## src/rtl/load_store_unit_if.sv

```systemverilog
// Bundle of the LSU's request/response handshake and its data-memory bus.
// The 'slave' modport is the LSU itself; the 'master' modport is its
// environment (the pipeline issuing requests plus the memory returning data).
//
// Handshake: a request transfers on a rising edge where req_valid and
// req_ready are both high; the requester keeps every req_* field stable
// until that edge. rsp_valid is a one-cycle pulse with no back-pressure.
interface load_store_unit_if;
    logic        req_valid;
    logic        req_ready;
    logic        req_store;
    logic [2:0]  req_funct3;
    logic [31:0] req_addr;
    logic [31:0] req_wdata;
    logic [4:0]  req_rd;

    logic        rsp_valid;
    logic [31:0] rsp_rdata;
    logic [4:0]  rsp_rd;
    logic        rsp_err;

    logic [31:0] mem_addr;
    logic [31:0] mem_sdata;
    logic        mem_lenable;
    logic [3:0]  mem_mask;
    logic [31:0] mem_ldata;

    modport master (
        output req_valid, req_store, req_funct3, req_addr, req_wdata, req_rd,
        output mem_ldata,
        input  req_ready, rsp_valid, rsp_rdata, rsp_rd, rsp_err,
        input  mem_addr, mem_sdata, mem_lenable, mem_mask
    );

    modport slave (
        input  req_valid, req_store, req_funct3, req_addr, req_wdata, req_rd,
        input  mem_ldata,
        output req_ready, rsp_valid, rsp_rdata, rsp_rd, rsp_err,
        output mem_addr, mem_sdata, mem_lenable, mem_mask
    );
endinterface

```

## src/rtl/load_store_unit.sv

```systemverilog
// Load/store unit: turns one CPU load/store request at a time into a
// byte-lane-masked access on a block-RAM data bus with registered read
// latency LOAD_LATENCY (legal 1..3), and returns sign/zero-extended loads.
// Optional feature macro: LSU_MISALIGN_TRAP_EN -- when defined, misaligned
// halfword/word accesses are rejected with rsp_err instead of being
// silently aligned.
module load_store_unit #(
    parameter int LOAD_LATENCY = 1
) (
    input  logic               clk,
    input  logic               rst,
    load_store_unit_if.slave   bus,
    output logic [1:0]         state_o
);

    typedef enum logic [1:0] {
        IDLE   = 2'd0,
        ACCESS = 2'd1,
        WAIT   = 2'd2,
        DONE   = 2'd3
    } state_t;

    state_t      state_q, state_d;
    logic        store_q, store_d;
    logic [2:0]  funct3_q, funct3_d;
    logic [1:0]  addr_q, addr_d;        // only the byte offset is needed after accept
    logic [4:0]  rd_q, rd_d;
    logic        err_q, err_d;
    logic [1:0]  cnt_q, cnt_d;
    logic [31:0] mem_addr_q, mem_addr_d;
    logic [31:0] mem_sdata_q, mem_sdata_d;
    logic [31:0] rsp_rdata_q, rsp_rdata_d;
    logic [4:0]  rsp_rd_q, rsp_rd_d;

    // Reserved width codes, signed-unsigned stores, and (optionally) misalignment.
    function automatic logic is_illegal(input logic st, input logic [2:0] f3,
                                        input logic [1:0] a);
        logic bad;
        bad = (f3 == 3'b011) || (f3 == 3'b110) || (f3 == 3'b111) || (st && f3[2]);
`ifdef LSU_MISALIGN_TRAP_EN
        if ((f3[1:0] == 2'b01) && a[0])
            bad = 1'b1;
        if ((f3[1:0] == 2'b10) && (a != 2'b00))
            bad = 1'b1;
`else
        if (a == 2'b11)
            bad = bad;                  // offset does not affect legality
`endif
        return bad;
    endfunction

    function automatic logic [3:0] lane_mask(input logic [2:0] f3, input logic [1:0] a);
        case (f3[1:0])
            2'b00:   return 4'b0001 << a;
            2'b01:   return 4'b0011 << {a[1], 1'b0};
            default: return 4'b1111;
        endcase
    endfunction

    function automatic logic [31:0] lane_data(input logic [2:0] f3, input logic [31:0] wd);
        case (f3[1:0])
            2'b00:   return {4{wd[7:0]}};
            2'b01:   return {2{wd[15:0]}};
            default: return wd;
        endcase
    endfunction

    // Pick the addressed lane out of the returned word and extend it.
    function automatic logic [31:0] extract(input logic [2:0] f3, input logic [1:0] a,
                                            input logic [31:0] d);
        logic [7:0]  b;
        logic [15:0] h;
        b = d[{a, 3'b000} +: 8];
        h = a[1] ? d[31:16] : d[15:0];
        case (f3[1:0])
            2'b00:   return f3[2] ? {24'h0, b} : {{24{b[7]}}, b};
            2'b01:   return f3[2] ? {16'h0, h} : {{16{h[15]}}, h};
            default: return d;
        endcase
    endfunction

    // State and datapath registers; reset aborts any in-flight request.
    always_ff @(posedge clk) begin
        if (rst) begin
            state_q     <= IDLE;
            store_q     <= 1'b0;
            funct3_q    <= 3'b000;
            addr_q      <= 2'b00;
            rd_q        <= 5'd0;
            err_q       <= 1'b0;
            cnt_q       <= 2'd0;
            mem_addr_q  <= 32'h0;
            mem_sdata_q <= 32'h0;
            rsp_rdata_q <= 32'h0;
            rsp_rd_q    <= 5'd0;
        end else begin
            state_q     <= state_d;
            store_q     <= store_d;
            funct3_q    <= funct3_d;
            addr_q      <= addr_d;
            rd_q        <= rd_d;
            err_q       <= err_d;
            cnt_q       <= cnt_d;
            mem_addr_q  <= mem_addr_d;
            mem_sdata_q <= mem_sdata_d;
            rsp_rdata_q <= rsp_rdata_d;
            rsp_rd_q    <= rsp_rd_d;
        end
    end

    // Next-state and strobe logic. The store mask is deliberately not gated
    // by rst: a store already in ACCESS still presents its write at that edge.
    always_comb begin
        state_d         = state_q;
        store_d         = store_q;
        funct3_d        = funct3_q;
        addr_d          = addr_q;
        rd_d            = rd_q;
        err_d           = err_q;
        cnt_d           = cnt_q;
        mem_addr_d      = mem_addr_q;
        mem_sdata_d     = mem_sdata_q;
        rsp_rdata_d     = rsp_rdata_q;
        rsp_rd_d        = rsp_rd_q;
        bus.req_ready   = 1'b0;
        bus.rsp_valid   = 1'b0;
        bus.rsp_err     = 1'b0;
        bus.mem_mask    = 4'b0000;
        bus.mem_lenable = 1'b0;

        case (state_q)
            IDLE: begin
                bus.req_ready = !rst;
                if (bus.req_valid && !rst) begin
                    store_d  = bus.req_store;
                    funct3_d = bus.req_funct3;
                    addr_d   = bus.req_addr[1:0];
                    rd_d     = bus.req_rd;
                    if (is_illegal(bus.req_store, bus.req_funct3, bus.req_addr[1:0])) begin
                        err_d       = 1'b1;
                        rsp_rdata_d = 32'h0;
                        rsp_rd_d    = bus.req_rd;
                        state_d     = DONE;
                    end else begin
                        err_d      = 1'b0;
                        mem_addr_d = {bus.req_addr[31:2], 2'b00};
                        if (bus.req_store)
                            mem_sdata_d = lane_data(bus.req_funct3, bus.req_wdata);
                        state_d = ACCESS;
                    end
                end
            end
            ACCESS: begin
                if (store_q) begin
                    bus.mem_mask = lane_mask(funct3_q, addr_q);
                    rsp_rdata_d  = 32'h0;
                    rsp_rd_d     = rd_q;
                    state_d      = DONE;
                end else begin
                    bus.mem_lenable = !rst;
                    cnt_d           = 2'(LOAD_LATENCY);
                    state_d         = WAIT;
                end
            end
            WAIT: begin
                if (cnt_q == 2'd1) begin
                    rsp_rdata_d = extract(funct3_q, addr_q, bus.mem_ldata);
                    rsp_rd_d    = rd_q;
                    state_d     = DONE;
                end else begin
                    cnt_d = cnt_q - 2'd1;
                end
            end
            DONE: begin
                bus.rsp_valid = !rst;
                bus.rsp_err   = err_q && !rst;
                state_d       = IDLE;
            end
            default: state_d = IDLE;
        endcase
    end

    assign bus.mem_addr  = mem_addr_q;
    assign bus.mem_sdata = mem_sdata_q;
    assign bus.rsp_rdata = rsp_rdata_q;
    assign bus.rsp_rd    = rsp_rd_q;
    assign state_o       = state_q;

endmodule

```

## src/flat_wrapper.sv

```systemverilog
// flat-port wrapper written by rule: the top's interface ports become plain ports
module load_store_unit_flat 
#(
    parameter int LOAD_LATENCY = 1
)
  (clk, rst, state_o, bus_req_valid, bus_req_store, bus_req_funct3, bus_req_addr, bus_req_wdata, bus_req_rd, bus_mem_ldata, bus_req_ready, bus_rsp_valid, bus_rsp_rdata, bus_rsp_rd, bus_rsp_err, bus_mem_addr, bus_mem_sdata, bus_mem_lenable, bus_mem_mask);
  load_store_unit_if bus_i ();
  input  logic clk;
  input  logic rst;
  output logic [1:0] state_o;
  input wire logic [$bits(bus_i.req_valid)-1:0] bus_req_valid;
  input wire logic [$bits(bus_i.req_store)-1:0] bus_req_store;
  input wire logic [$bits(bus_i.req_funct3)-1:0] bus_req_funct3;
  input wire logic [$bits(bus_i.req_addr)-1:0] bus_req_addr;
  input wire logic [$bits(bus_i.req_wdata)-1:0] bus_req_wdata;
  input wire logic [$bits(bus_i.req_rd)-1:0] bus_req_rd;
  input wire logic [$bits(bus_i.mem_ldata)-1:0] bus_mem_ldata;
  output wire logic [$bits(bus_i.req_ready)-1:0] bus_req_ready;
  output wire logic [$bits(bus_i.rsp_valid)-1:0] bus_rsp_valid;
  output wire logic [$bits(bus_i.rsp_rdata)-1:0] bus_rsp_rdata;
  output wire logic [$bits(bus_i.rsp_rd)-1:0] bus_rsp_rd;
  output wire logic [$bits(bus_i.rsp_err)-1:0] bus_rsp_err;
  output wire logic [$bits(bus_i.mem_addr)-1:0] bus_mem_addr;
  output wire logic [$bits(bus_i.mem_sdata)-1:0] bus_mem_sdata;
  output wire logic [$bits(bus_i.mem_lenable)-1:0] bus_mem_lenable;
  output wire logic [$bits(bus_i.mem_mask)-1:0] bus_mem_mask;
  assign bus_i.req_valid = bus_req_valid;
  assign bus_i.req_store = bus_req_store;
  assign bus_i.req_funct3 = bus_req_funct3;
  assign bus_i.req_addr = bus_req_addr;
  assign bus_i.req_wdata = bus_req_wdata;
  assign bus_i.req_rd = bus_req_rd;
  assign bus_i.mem_ldata = bus_mem_ldata;
  assign bus_req_ready = bus_i.req_ready;
  assign bus_rsp_valid = bus_i.rsp_valid;
  assign bus_rsp_rdata = bus_i.rsp_rdata;
  assign bus_rsp_rd = bus_i.rsp_rd;
  assign bus_rsp_err = bus_i.rsp_err;
  assign bus_mem_addr = bus_i.mem_addr;
  assign bus_mem_sdata = bus_i.mem_sdata;
  assign bus_mem_lenable = bus_i.mem_lenable;
  assign bus_mem_mask = bus_i.mem_mask;
  load_store_unit #(.LOAD_LATENCY(LOAD_LATENCY)) u_core (.clk(clk), .rst(rst), .bus(bus_i), .state_o(state_o));
endmodule
```

## config.mk

```make
export PLATFORM = sky130hd
export DESIGN_NAME = load_store_unit_flat
export DESIGN_NICKNAME = d
export VERILOG_FILES = /design/src/rtl/load_store_unit_if.sv /design/src/rtl/load_store_unit.sv /design/src/flat_wrapper.sv
export SDC_FILE = /design/constraint.sdc
export NUM_CORES = 1
export LEC_CHECK = 0
export CORE_MARGIN = 2
export CORE_UTILIZATION = 45
export CTS_BUF_LIST = sky130_fd_sc_hd__clkbuf_2
export CTS_CLUSTER_DIAMETER = 40
export DETAILED_ROUTE_END_ITERATION = 12
export GPL_ROUTABILITY_DRIVEN = 0
export PLACE_DENSITY_LB_ADDON = 0.2
export SETUP_SLACK_MARGIN = 0.4
export SLEW_MARGIN = 15
export SYNTH_ARGS = -nofsm -noshare
export SYNTH_HDL_FRONTEND = slang
export SYNTH_SLANG_ARGS = --single-unit
```

## constraint.sdc

```tcl
create_clock -name clk -period 4.27 [get_ports clk]
set_input_delay 0.427 -clock clk [delete_from_list [all_inputs] [get_ports clk]]
set_output_delay 0.427 -clock clk [all_outputs]
set_load 0.1 [all_outputs]
```

; ---- Word-level counts from Yosys, hierarchy flattened
; Index checks and enable logic that the tools add are counted.
[totals]
ff_bits = 115
output_inout_bits = 111
inputBits = 108
elab_cells = 83
[op_classes]
n_reduce_logical = 18
n_mux = 34
addsub = 1
bitwise = 1
eq_ne = 15
n_shift = 3
[op_table]
columns = operator, n
row1 = $mux W32, 6
row2 = $pmux W32 S2, 2
row3 = $pmux W32 S3, 1
row4 = $shiftx A32 B6 Y8, 1
row5 = $mux W5, 4
row6 = $mux W16, 1
row7 = $pmux W5 S3, 1
row8 = $mux W2, 5
row9 = $mux W1, 9
row10 = $eq A2 B1 Y1 const B, 4
row11 = $mux W4, 2
row12 = $ne A2 B1 Y1 const B, 4
row13 = $pmux W2 S4, 1
row14 = $pmux W4 S2, 1
row15 = $eq A3 B3 Y1 const B, 2
row16 = $logic_not A2 Y1, 3
row17 = $reduce_and A3 Y1, 2
row18 = $reduce_and A5 Y1, 1
row19 = $eq A2 B2 Y1 const B, 2
row20 = $ne A2 B2 Y1 const B, 2
row21 = $pmux W2 S2, 1
row22 = $reduce_and A2 Y1, 2
row23 = $reduce_and A4 Y1, 1
row24 = $shl A1 B2 Y4 const A, 1
row25 = other kinds (9), 13

; ---- Logic depth before layout (Yosys ltp)
[logic_depth]
word_depth = 9
mapped_depth = 10
ltp_nobuf = 7

; ---- Worst setup path before layout
; Ideal clock, no wire load.
[synth_path]
path_kind = flip-flop to output port
start = register u_core.state_q[1] (netlist: u_core.state_o[1])
end = output bus_rsp_err
slack_ns = 0.243
arrival_time_ns = 3.600
path_buffers = 0
required_ns = 3.843
stages_incl_launch_ff = 4
path_cell_list = dfxtp_1 > ha_1 > nor2b_1 > and2_1
[synth_via]
elab_chain_len = 2
[synth_rtl]
columns = item, line
row1 = start: declaration, load_store_unit.sv:23  ; state_t state_q, state_d;
row2 = start signal: assignment, load_store_unit.sv:97  ; state_q <= state_d;
row3 = $eq A2 B2 Y1, load_store_unit.sv:131  ; case (state_q)
row4 = $mux W1, load_store_unit.sv:131
row5 = end: declaration, flat_wrapper.sv:22  ; output wire logic [$bits(bus_i.rsp_err)-1:0] bus_rsp_err;
; Every way passes these cells.

; ---- Worst setup path in the final report
[layout_path]
start = register u_core.funct3_q[0]
end = output bus_mem_mask[1]
[layout_via]
elab_chain_len = 4
elab_cells_between_ends = 5
cone_classes = eq/ne (1) / mux (3) / reduce/logical (1)
[layout_rtl]
columns = item, line
row1 = start: declaration, load_store_unit.sv:25  ; logic [2:0] funct3_q, funct3_d;
row2 = start signal: assignment, load_store_unit.sv:99  ; funct3_q <= funct3_d;
row3 = $eq A2 B1 Y1 / $logic_not A2 Y1 (equally long branches), load_store_unit.sv:53  ; case (f3[1:0])
row4 = $pmux W4 S2 *, load_store_unit.sv:53
row5 = $mux W4 *, load_store_unit.sv:154  ; if (store_q) begin
row6 = $mux W4 *, load_store_unit.sv:131
row7 = end: declaration, flat_wrapper.sv:26  ; output wire logic [$bits(bus_i.mem_mask)-1:0] bus_mem_mask;
; Mark *: on every way between the ends. The rest lies on a longest branch, timed or not.

==> results.md <==
* Top cells by area, synth: dfxtp_1 44%, nand2_1 7.9%, nand2b_1 6.9%
* Die height at 112 um
* Vias per std cell at 5.35
* Clock root buffer: clkbuf_2
* Synth top cells by count: 115 x dfxtp_1, 110 x nand2_1, 65 x o21ai_0, 58 x nand2b_1, 32 x nor2_1
* Initial DRC count at 252
* Vias post-DR at 5,114
* Die width at 112 um
* Setup violators final at 0
* P_leak at 0.00271 uW
* I/O pins at 219
* Cell taking the most area after synthesis: dfxtp_1
* H-tree depth at 4
* Power density over cell area at 501 nW/um^2
* Post-Syn Area at 5250 um^2
* Die area at 12,500 um^2
* Max Buffers Root-to-Sink at 2
* DP Cell Count at 924
* Fin crit period at 3.46 ns
* Hold depth at 3
* Share of cells above drive strength 1 at 0.0555
* FP Rows at 39
* YS warnings at 0
* Max-cap violations at 0
* Final wirelength at 15.2 mm
* Initial antenna violation count at 1
* Post-route DRC at 0
* # clock sinks at 115
* Port Buffer Count at 216
* Buffer count from post-CTS setup fixing at 0
* RSZ-0062 raised after global routing: false
* CTS tree: built
* Syn-to-layout area delta at 43.3%
* Core Area at 11,400 um^2
* Fin Clk Skew at 0.0216 ns
* Post-synth ARST share at 0
* Run status: completed
* DR pass1 iterations at 5
* WS Path Type: flop to output pin
* Relative max-transition margin at 0.306
* Min-Delay Endpoint: u_core.bus.mem_addr[22]
* Worst r2r src: u_core.state_o[0]
* Worst-skew pair later-pin latency at 0.68 ns
* Total CTS buffers at 17
* Worst R2R Setup Slack at 1.69 ns
* Reg2reg end: u_core.bus.mem_sdata[15]
* Vias in the first global route at 4,918
* Worst Reg-to-Reg Cells at 8
* Fin nets at 914
* Non-Filler Instances at 955
* Number of synthesized flops with an enable pin at 0
* WL/cell at 15.9 um
* Register area share after synthesis at 0.439
* Total Routing Usage GR at 0.241
* Worst setup SP type: flop
* Final Hold Viols at 0
* Predominant post-synthesis flop cell: dfxtp_1
* Worst EP required at 3.84 ns
* Setup TNS at 0 ns
* Cell with the most instances after synthesis: dfxtp_1
* Synth cell types at 47
* Global-route wire length before repair at 24.3 mm
* Synth Register Bits at 115
* Worst-path clk slew at 0.16 ns
* Crit path capture type: output pin
* Starting Density at 0.460
* Actual slew at the worst max-slew pin at 1.04 ns
* Worst min path class: input port to flop
* Worst EP arrival at 3.03 ns
* Hold Buf Count CTS at 0
* Post-Synthesis Cells at 613
* Fin crit share at 0.810
* Max-slew violations at 0
* Post-synthesis average cell area at 8.56 um^2
* Critical hold path startpoint: bus_req_addr[22]
* Antenna Nets Post-Route at 0
* Gr ovfl total at 0
* Worst IR Drop VDD at 0.275 mV
* Max Clock Freq at 289 MHz
* Post-DP HPWL at 11.0 mm
* # resized after CTS at 0
* CP Max Fanout at 17
* Largest net degree at the start of global routing at 61
* Yosys top cell area share at 0.439
-- through the flow --
stage	total power [uW]	cell area [um^2]	util	setup WS, ns	hold WS, ns
global placement	3170	7350	0.644	1.51	0.444
floorplan	2770	5260	-	0.722	0.445
detailed placement	3210	7350	0.644	1.43	0.448
CTS	3790	7520	0.658	0.769	0.211
finish	3760	7520	0.659	0.810	0.290
global route	3950	7520	0.659	0.656	0.224
-- power breakdown --
| part | total [uW] | leakage (uW) | internal [uW] | switching (uW) |
|---|---|---|---|---|
| Combinational | 1860 | 0.00166 | 523 | 1340 |
| Clock | 579 | 0.000121 | 197 | 382 |
| Sequential | 1320 | 0.000934 | 1220 | 109 |
-- final cells by class --
class | count | area, um^2
Inverter | 8 | 30.0
Fill cell | 986 | 3900
Multi-Input combinational cell | 437 | 2650
Antenna cell | 1 | 2.50
Clock buffer | 20 | 100
Timing Repair Buffer | 221 | 2190
Tap cell | 143 | 179
Sequential cell | 115 | 2300
Clock inverter | 10 | 68.8
-- state kept, by name, summed over array words and instances, names as in the netlist --
name,flops
u_core.addr_q,2
u_core.bus.mem_addr,30
u_core.bus.mem_sdata,32
u_core.bus.rsp_rd,5
u_core.bus.rsp_rdata,32
u_core.cnt_q,2
u_core.err_q,1
u_core.funct3_q,3
u_core.rd_q,5
u_core.state_o,2
u_core.store_q,1
-- routing by layer --
layer / GRT usage / vias up / share of wire / wire length (um)
met5: 0 / - / 0 / 0
met4: 0.106 / 0 / 0.025 / 385
met3: 0.0853 / 34 / 0.080 / 1210
met2: 0.395 / 208 / 0.48 / 7250
met1: 0.288 / 2352 / 0.42 / 6360
li1: - / 2520 / - / -
-- cells in the final DEF, fill, tap and decap left out, types with 8 or more instances in the layout --
master	count
nand2_1	110
clkbuf_2	20
a211oi_1	17
buf_4	8
a21oi_1	23
a22o_1	16
o21ai_0	65
o22ai_1	9
dfxtp_1	115
a311oi_1	8
mux2i_1	30
clkdlybuf4s50_1	212
o2bb2ai_1	9
nand2b_1	58
inv_1	8
nor2_1	31
-- cells by family (layout without fill, tap and decap cells) --
| logic type | Yosys count | after routing | share of synthesized area |
|---|---|---|---|
| AO/OA/AOI/OAI | 179 | 179 | 0.227 |
| adder cells (fa/ha/maj) | 6 | 6 | 0.0143 |
| buffers and inverters | 62 | 259 | 0.0610 |
| flip-flops | 115 | 115 | 0.439 |
| multiplexers | 31 | 31 | 0.0615 |
| other | 1 | 3 | 0.000714 |
| AND/OR/NAND/NOR | 219 | 219 | 0.197 |
-- worst max path at each step --
stage,from,end,slack [ns],cells past startpoint
after floorplan,u_core.state_o[0],u_core.bus.mem_addr[10],0.72,7
after global placement,bus_req_funct3[0],u_core.bus.rsp_rdata[16],1.51,7
after detailed placement,bus_req_funct3[0],u_core.bus.rsp_rdata[24],1.43,7
after global routing,u_core.funct3_q[0],bus_mem_mask[1],0.66,5
final,u_core.funct3_q[0],bus_mem_mask[1],0.81,5
after CTS,u_core.state_o[1],bus_mem_mask[1],0.77,5
-- critical path: stages (launching register included) --
cell and delay (ns):
dfxtp_1 0.71, nor2_1 0.15, nor2_1 0.11, nor2_1 0.05, nor2_1 0.16, clkdlybuf4s50_1 1.16
(Power assumes the default switching activity.)
==> edit 1: new RTL, same flow settings <==
`mem_addr_q` no longer has a reset.
--- a/src/rtl/load_store_unit.sv
+++ b/src/rtl/load_store_unit.sv
@@ -89,7 +89,6 @@
             rd_q        <= 5'd0;
             err_q       <= 1'b0;
             cnt_q       <= 2'd0;
-            mem_addr_q  <= 32'h0;
             mem_sdata_q <= 32'h0;
             rsp_rdata_q <= 32'h0;
             rsp_rd_q    <= 5'd0;
@@ -101,11 +100,14 @@
             rd_q        <= rd_d;
             err_q       <= err_d;
             cnt_q       <= cnt_d;
-            mem_addr_q  <= mem_addr_d;
             mem_sdata_q <= mem_sdata_d;
             rsp_rdata_q <= rsp_rdata_d;
             rsp_rd_q    <= rsp_rd_d;
         end
+    end
+
+    always_ff @(posedge clk) begin
+        mem_addr_q <= mem_addr_d;
     end
 
     // Next-state and strobe logic. The store mask is deliberately not gated
Behaviour: differs if rst is asserted again (counterexample within 4 cycles, from zero or initial values and one cycle with rst high); with rst held inactive, the same outputs for 4 cycles.
==> edit 1 against the unedited design <==
Clock skew is 0.0058 ns higher; synthesized area fell by 3.5%; total power rose by 0.84%; combinational power decreased by 10%; design area barely moved; fmax is 3.6% lower; routed wire length increased by 1.2%; largest cell class is now flip-flops and latches; sequential cell count unchanged; setup slack lost 0.13 ns; final cell count fell by 8.1%; register-to-register slack worse by 0.22 ns.
==> edit 1: results (changes against the unedited design) <==
share of cells above drive strength 1=6.10% (+0.55 points); clock distribution power=790 µW (+36%); area share of buffers outside the clock network=29.4% (+0.36 points); number of nets at the end of the flow=839 (-8.2%); number of flops mapped to enable cells by yosys=30 (+30); Hold Path Depth=1 (-2); clock transition at the register clock pins on the worst setup and hold paths after CTS=0.18 ns (+0.02 ns); final antenna diode count=0 (-1); number of ordinary and repair buffers in the finished layout=224 (+1.4%); end of the worst register-to-register path=u_core.bus.rsp_rdata[27]; critical path arrival=3.16 ns (+0.13 ns); final setup skew=0.0274 ns (+0.00575 ns); latest clock arrival within the worst-skew pair=0.66 ns (-0.02 ns); Worst Setup EP=bus_mem_mask[3]; adder-cell share of the synthesized area=1.48% (+0.052 points); Iter 0 DRT Violations=332 (+32%); global routing met2 resource utilization=39.2% (-0.34 points); worst-path fanout max=30 (+13); number of antenna violations at the first check in global routing=0 (-1); met3 WL post-DR=1350 µm (+11%); area of combinational cells with multiple inputs=2180 µm² (-18%); share of the synthesized area in compound gates (AO/OA/AOI/OAI)=21.5% (-1.2 points); endpoint of the worst hold path=u_core.bus.mem_addr[23]; drt first pass iters=7 (+2); routed wl met2=7550 µm (+4.2%); result of the run=finished, final reports clean; most numerous cell types in the synthesized netlist=dfxtp_1 (85), nand2_1 (70), a21oi_1 (37); switching share of power=44.3% (-4.3 points); Layout clock buffers=19 (-5.0%); peak ir drop on the vdd network=0.373 mV (+35%); HPWL after detailed placement=11,200 µm (+1.5%); multiplexer area fraction after synthesis=5.24% (-0.91 points); multi-input combinational cell count=345 (-21%); number of cells traversed by the worst register-to-register path=6 (-2); R2R setup slack=1.47 ns (-0.22 ns); Filler Cells Inserted=884 (-10%)
[edit 1: changes by cell type after synthesis, sizes merged, moves of 8 or more]
cell,unedited run,this run
a22o,16,7
mux2i,30,22
a21oi,26,37
o32ai,0,8
inv,8,22
a32o,7,17
edfxtp,0,30
buf,32,18
nand2,110,70
nand2b,59,22
dfxtp,115,85
o21ai,66,33
o2bb2ai,9,0
[edit 1: cells by family after synthesis]
| family | after synthesis |
|---|---|
| flip-flops | 115 |
| multiplexers | 25 |
| adder cells (fa/ha/maj) | 6 |
| other | 1 |
| buffers and inverters | 66 |
| AO/OA/AOI/OAI | 156 |
| AND/OR/NAND/NOR | 156 |
[edit 1: through the flow]
stage               hold slack, ns  total power, µW  setup slack (ns)  cells  instance area, µm²
floorplan                    0.445             2590             0.947    526                5070
global placement             0.441             2990              1.44    846                7250
detailed placement           0.445             3020              1.32    846                7250
CTS                          0.245             3810             0.644    878                7510
global route                 0.209             3970             0.475    878                7510
finish                       0.302             3800             0.682    878                7510
==> edit 2: new RTL, same settings <==
Made on the original files. The option `LSU_MISALIGN_TRAP_EN` is turned on by a define.
--- a/src/rtl/load_store_unit.sv
+++ b/src/rtl/load_store_unit.sv
@@ -4,6 +4,8 @@
 // Optional feature macro: LSU_MISALIGN_TRAP_EN -- when defined, misaligned
 // halfword/word accesses are rejected with rsp_err instead of being
 // silently aligned.
+`define LSU_MISALIGN_TRAP_EN
+
 module load_store_unit #(
     parameter int LOAD_LATENCY = 1
 ) (
Check against the original RTL: not equivalent (a bounded check fails within 4 cycles, from zero or initial values and one cycle with rst high).
==> edit 2 against the unedited design <==
Setup slack worse by 0.18 ns; total power is 10% higher; design area is 6.8% higher; clock power is 37% higher; synthesized area is 6.9% higher; sequential cell count stayed put; routed wire length is 15% higher; final cell count is 8.1% higher.
==> edit 2: results (changes against the unedited design) <==
Filler Cells Inserted=1,063 (+7.8%); most numerous cell types in the synthesized netlist=dfxtp_1 (115), nand2_1 (112), o21ai_0 (58); peak ir drop on the vdd network=0.275 mV (-0.15%); area share of buffers outside the clock network=28.0% (-1.1 points); Power Density=518 nW/µm² (+3.5%); routed wl met2=8140 µm (+12%); max-slew headroom at the worst pin=30.4% (-0.15 points); drt first pass iters=6 (+1); global routing met2 resource utilization=41.5% (+2.0 points); R2R setup slack=1.71 ns (+0.02 ns); total via count in the routed design=5,749 (+12%); static leakage power=0.00287 µW (+6.0%); area of combinational cells with multiple inputs=2950 µm² (+11%); Syn Area/Cell=8.43 µm² (-1.6%); critical path arrival=3.22 ns (+0.19 ns); non-filler instance count after layout=1,032 (+8.1%); end of the worst register-to-register path=u_core.bus.rsp_rdata[19]; buffer type at the clock tree root=clkbuf_2; result of the run=finished, final reports clean; distinct cell type count after synthesis=56 (+19%); aggregate global-route resource usage=25.7% (+1.6 points); final antenna diode count=0 (-1); Hold WS=0.246 ns (-0.0444 ns); sequential share of power=31.2% (-4.0 points); Hold Path Depth=2 (-1); met3 WL post-DR=1510 µm (+25%); number of ordinary and repair buffers in the finished layout=227 (+2.7%); net switching power=1970 µW (+7.6%); ranking of synthesized cells by area=dfxtp_1 (41%), nand2_1 (7.5%), mux2i_1 (5.3%), o21ai_0 (5.2%), a21oi_1 (4.5%); Layout clock area frac=3.23% (+0.98 points); number of nets at the end of the flow=965 (+5.6%); global-route wire length before repair=27,200 µm (+12%); Placement Cell Area=7770 µm² (+5.7%); Met1 Wirelength=7650 µm (+20%); number of cells traversed by the worst register-to-register path=7 (-1); core area=12,100 µm² (+6.1%); number of global-route vias before repair=5,527 (+12%); source of the worst hold timing path=rst; Layout clock buffers=19 (-5.0%); met3 capacity usage during global routing=6.64% (-1.9 points); met1 track demand over resource=34.1% (+5.3 points); sequential portion of the cell area=28.7% (-1.9 points); number of antenna violations at the first check in global routing=0 (-1); latest clock arrival within the worst-skew pair=0.66 ns (-0.02 ns); worst-path fanout max=22 (+5); wire length after detailed routing=17,500 µm (+15%); layout inverter count without the clock tree=16 (+8); Iter 0 DRT Violations=520 (+110%)
[edit 2: cell count changes after synthesis, moves of 14 or more]
cell and change:
nand2b_1 -45, nand3_1 +30, a21oi_1 +28, a22o_1 -16
o32ai_1 +15, and3_1 +14
[edit 2: logic make-up after synthesis]
logic type,after synthesis,share of synthesized area (%)
adders and majority gates,5,1.11
AOI/OAI and AO/OA,206,26.1
and+or+nand+nor,231,19.5
DFF,115,41.0
buffers and inverters,77,6.46
other,1,0.0668
muxes,31,5.75
[edit 2: worst max-delay path by stage]
stage,from,cells past startpoint,slack (ns),to
3_5_place_dp,bus_req_funct3[0],5,1.13,u_core.bus.mem_addr[14]
5_1_grt,u_core.funct3_q[1],3,0.42,bus_mem_mask[3]
6_report,u_core.funct3_q[1],3,0.63,bus_mem_mask[3]
3_3_place_gp,bus_req_funct3[0],5,1.27,u_core.bus.mem_addr[25]
2_1_floorplan,u_core.state_o[0],3,0.94,bus_mem_mask[3]
4_1_cts,u_core.funct3_q[1],3,0.62,bus_mem_mask[3]
